==> src/rtl/his_builder_fsm_pkg.sv <==
// Shared defaults and state type for the histogram builder.
package his_builder_fsm_pkg;

  localparam int NB_DEF          = 5;
  localparam int PEAK_MAX_DEF    = 8;
  localparam int ACQ_PER_HIS_DEF = 6;

  typedef enum logic [1:0] {
    COARSE = 2'd0,
    FINE   = 2'd1,
    DONE   = 2'd2
  } his_state_e;

  // Acquisition counter width: must hold values 0..n-1.
  function automatic int cnt_width(input int n);
    return (n < 2) ? 1 : $clog2(n);
  endfunction

endpackage

==> src/rtl/his_bin_ram.sv <==
// Bin storage: 2**NB counters with a read-modify-write increment port and a clear-all.
// Macro HIS_SATURATE_EN: when defined, counters stick at all-ones instead of wrapping.
module his_bin_ram
  import his_builder_fsm_pkg::*;
#(
  parameter int NB       = NB_DEF,
  parameter int PEAK_MAX = PEAK_MAX_DEF
) (
  input  logic                clk,
  input  logic                res,
  input  logic                i_inc,
  input  logic                i_clr,
  input  logic [NB-1:0]       i_addr,
  output logic [PEAK_MAX-1:0] o_new
);

  logic [PEAK_MAX-1:0] r_bins [2**NB];
  logic [PEAK_MAX-1:0] w_cur;

  assign w_cur = r_bins[i_addr];

`ifdef HIS_SATURATE_EN
  assign o_new = (&w_cur) ? w_cur : w_cur + 1'b1;
`else
  assign o_new = w_cur + 1'b1;
`endif

  // Clear dominates so the completing write is counted only on o_new.
  always_ff @(posedge clk or negedge res) begin
    if (!res) begin
      for (int i = 0; i < 2**NB; i++) r_bins[i] <= '0;
    end else if (i_clr) begin
      for (int i = 0; i < 2**NB; i++) r_bins[i] <= '0;
    end else if (i_inc) begin
      r_bins[i_addr] <= o_new;
    end
  end

endmodule

==> src/rtl/his_builder_fsm.sv <==
// Two-pass histogram builder (coarse then fine) with per-histogram acquisition count.
// Macro HIS_SATURATE_EN selects saturating bin counters (default: wrap).
module his_builder_fsm
  import his_builder_fsm_pkg::*;
#(
  parameter int NB          = NB_DEF,
  parameter int PEAK_MAX    = PEAK_MAX_DEF,
  parameter int ACQ_PER_HIS = ACQ_PER_HIS_DEF
) (
  input  logic                clk,
  input  logic                res,
  input  logic                wrEn,
  input  logic [NB-1:0]       addr,
  output logic [PEAK_MAX-1:0] binCounts,
  output logic                acq_count_finish,
  output logic                hisNum
);

  localparam int CW = cnt_width(ACQ_PER_HIS);

  his_state_e          r_state;
  logic [CW-1:0]       r_acq;
  logic                w_accept;
  logic                w_last;
  logic                w_clr;
  logic [PEAK_MAX-1:0] w_new;

  assign w_accept = wrEn && (r_state != DONE);
  assign w_last   = w_accept && (r_acq == CW'(ACQ_PER_HIS - 1));
  assign w_clr    = w_last && (r_state == COARSE);

  his_bin_ram #(
    .NB       (NB),
    .PEAK_MAX (PEAK_MAX)
  ) u_bins (
    .clk    (clk),
    .res    (res),
    .i_inc  (w_accept),
    .i_clr  (w_clr),
    .i_addr (addr),
    .o_new  (w_new)
  );

  always_ff @(posedge clk or negedge res) begin
    if (!res) begin
      r_state          <= COARSE;
      r_acq            <= '0;
      binCounts        <= '0;
      acq_count_finish <= 1'b0;
      hisNum           <= 1'b0;
    end else begin
      acq_count_finish <= w_last;
      if (w_accept) binCounts <= w_new;
      if (w_last) begin
        r_acq  <= '0;
        hisNum <= 1'b1;
        case (r_state)
          COARSE:  r_state <= FINE;
          FINE:    r_state <= DONE;
          default: r_state <= r_state;
        endcase
      end else if (w_accept) begin
        r_acq <= r_acq + 1'b1;
      end
    end
  end

endmodule

==> config.mk <==
export PLATFORM = sky130hd
export DESIGN_NAME = his_builder_fsm
export DESIGN_NICKNAME = d
export VERILOG_FILES = /design/src/rtl/his_builder_fsm_pkg.sv /design/src/rtl/his_bin_ram.sv /design/src/rtl/his_builder_fsm.sv
export SDC_FILE = /design/constraint.sdc
export NUM_CORES = 1
export LEC_CHECK = 0
export CORE_MARGIN = 4
export CORE_UTILIZATION = 45
export DETAILED_ROUTE_END_ITERATION = 16
export REMOVE_ABC_BUFFERS = 1
export SLEW_MARGIN = 20
export SYNTH_ARGS = -nofsm -noshare
export SYNTH_HDL_FRONTEND = slang
export SYNTH_HIERARCHICAL = 1
export SYNTH_SLANG_ARGS = --single-unit
==> constraint.sdc <==
create_clock -name clk -period 2.8 [get_ports clk]
set_input_delay 0.56 -clock clk [delete_from_list [all_inputs] [get_ports clk]]
set_output_delay 0.56 -clock clk [all_outputs]
set_load 0.05 [all_outputs]
==> reports/results.ini <==
[status]
outcome=completed

[detailed_routing]
drtIter0Drc=1649
drc=0
first_pass_iters=6
viasPerCell=6.47
wl_per_cell_um=25.7
antenna_left=0
vias=15240
drt_wl_total_mm=60.6

[yosys]
yosys.area.top_type=dfrtp_1
synth_commonest_cells=395 x nand2_1, 271 x dfrtp_1, 103 x nor2_1
syn_area_um2=15200
syn_avg_cell_area_um2=9.08
synth_top_area_share_pct=44.5
synthCells=1678
yosysMostFrequentCell=nand2_1
synth_ff_type=dfrtp_1
async_reset_ff_share_pct=100
yosys.cell_types.count=65
ys_ff_latch=271
yosys_warnings=6
synth-edff-count=0
synth_area_leaders=dfrtp_1 44%, nand2_1 9.7%, mux2i_1 6.3%, o22ai_1 3.8%, o311ai_1 3.4%
ys_seq_area_share_pct=44.5

[final_layout]
design_area_um2=19700
final_net_count=1902
nFillCells=2901
syn2layout_area_growth_pct=28.9
drive_above_1_share_pct=24.6
num_antenna_cells=0
fin_cells=2357

[grt]
grt_pass1_vias=14422
grt-busiest-layer=met2
use_met2_pct=49.9
track_usage_pct=31.7
grt_pass1_wl_mm=89.9
grtUsageMet3_pct=6.18
gr-total-overflow=0
antenna_found_initial=2
grt_max_degree=84
use_met1_pct=44.3

[setup_path]
crit_top_cell=buf_4
path_cells=dlygate4sd2_1 > buf_4 > buf_4 > nand4b_1 > buf_6 > buf_4 > o22ai_1 > nor4_2 > nand2_1 > buf_4 > buf_4 > xnor2_4 > clkbuf_16 > nand2_1 > a21oi_1
crit_path_end=u_bins/r_bins[226]
startpoint_type=input pin
cp_max_fo=8
r2r-end=binCounts[6]
crit_cells=15
crit_slowest_cell=xnor2_4
arrival_ns=3.22
end_kind=register
critical_path_class=in -> reg
cp-startpoint=addr[2]
r2r_setup_slack_ns=0.30
timing.rr.start=u_bins/r_bins[237]
slowest_delay_ns=0.36
ff2ff_path_depth=10
worstPathRequired_ns=3.29
path_buf_inv=8
critical_path.top_delay_family=buffers and inverters

[sta]
tightest_slew_ns=0.747
fmax_mhz=367
fin_crit_sh_pct=97.3
timing.hold.ws_ns=0.0127
finalSetupViolations=0
fin_skew_ns=0.00947
hold_violations=0
slew_viol_final=0
max_slew_margin_pct=50.2
post-route-min-period_ns=2.72
setup_ws_ns=0.0759

[clocking]
numCtsBuffers=31
insertion_delay_ns=0.57
cts-htree-levels=1
clock_path_buffers=3
ctsRootBufferMaster=clkbuf_16
clkTransAtPathRegs_ns=0.06
hold_buffers=0
cts_tree=built
cts.sinks=271

[power_and_ir_drop]
leakage_nw=8.38
p_per_area_nw_per_um2=572
peakVddDrop_mv=0.493

[placed_design]
dpl.hpwl_mm=41.4
dp_cells=2276
routabilityCongestion=1.01
dpl_cell_area_um2=18000
io_buffers=17
pre_cts_ws_ns=-0.903

[die]
ioPinCount=18
die_x_um=192
die_area_um2=36900
core_um2=33400
num_rows=67
die_h_um=192
initial_core_util_pct=45.6

[hold_path]
min_path_type=in -> async

[run]
drv_cap=0

flip-flops by register name (all words and copies together) (netlist names):
signal	cells
u_bins/r_bins	256
acq_count_finish	1
binCounts	8
r_state	2
r_acq	3
hisNum	1
how the worst min path moves through the flow:
stage	slack, ns	cells past startpoint	startpoint	to
2_1_floorplan	0.26	0	res	acq_count_finish
3_3_place_gp	0.46	1	hisNum	hisNum
3_5_place_dp	0.48	1	hisNum	hisNum
4_1_cts	0.02	1	res	u_bins/r_bins[250]
5_1_grt	0.04	1	res	u_bins/r_bins[250]
6_report	0.01	1	res	u_bins/r_bins[249]
through the flow:
| step | TNS (ns) | util, % | power, mW |
|---|---|---|---|
| 2_1_floorplan | -2404.15 | - | 5.62 |
| 3_3_place_gp | -183.54 | 53.8 | 7.10 |
| 3_5_place_dp | -186.34 | 53.8 | 7.15 |
| 4_1_cts | 0 | 57.5 | 11.2 |
| 5_1_grt | -0.0156 | 58.8 | 11.6 |
| 6_report | 0 | 58.8 | 11.2 |
layer usage:
metal,routed length (um),vias to the layer above
li1,-,6629
met1,25200,7611
met2,27700,840
met3,5250,156
met4,2460,4
met5,34,-
layout by cell type (no fill, tap or decap), types with 21 or more instances in the layout:
cell	synthesis	final
nand2_1	395	394
dfrtp_1	271	271
buf_4	4	260
nor2_1	103	101
mux2i_1	96	96
a21oi_1	98	95
o22ai_1	92	82
nand3_1	68	66
o311ai_1	59	61
buf_12	1	43
clkbuf_16	0	38
and3_1	35	34
a31oi_1	33	33
nand4_1	33	33
a32oi_1	32	32
a311o_1	32	32
o221ai_1	21	21
power by group:
part	switching (mW)	leakage [nW]	internal [mW]
Combinational	1.64	4.17	1.13
Sequential	0.230	3.73	4.31
Clock	1.63	0.468	2.31
Total	3.50	8.38	7.74
layout make-up:
type                            instances  area, um2  area share (%)
Tap cell                              448        561            2.85
Timing Repair Buffer                  343       3380            17.2
Clock buffer                           48        920            4.68
Multi-Input combinational cell       1237       7940            40.4
Inverter                                7       33.8           0.172
Clock inverter                          3       42.5           0.216
Sequential cell                       271       6780            34.5
cells by family after synthesis:
| family | Yosys count | share of synthesized area [%] |
|---|---|---|
| AND/OR/NAND/NOR | 690 | 20.5 |
| multiplexers | 121 | 9.51 |
| XOR/XNOR | 6 | 0.345 |
| AO/OA/AOI/OAI | 417 | 19.5 |
| buffers and inverters | 170 | 5.43 |
| adder cells (fa/ha/maj) | 3 | 0.246 |
| flip-flops | 271 | 44.5 |
timing repair:
action / in CTS / in global routing
pin swaps: 7 / 13
endpoints found under the setup margin: 243 / 189
gates resized for setup: 35 / 35
setup buffers: 8 / 13
gates cloned: 1 / 8
No activity file was read; power rests on OpenSTA's default activity.
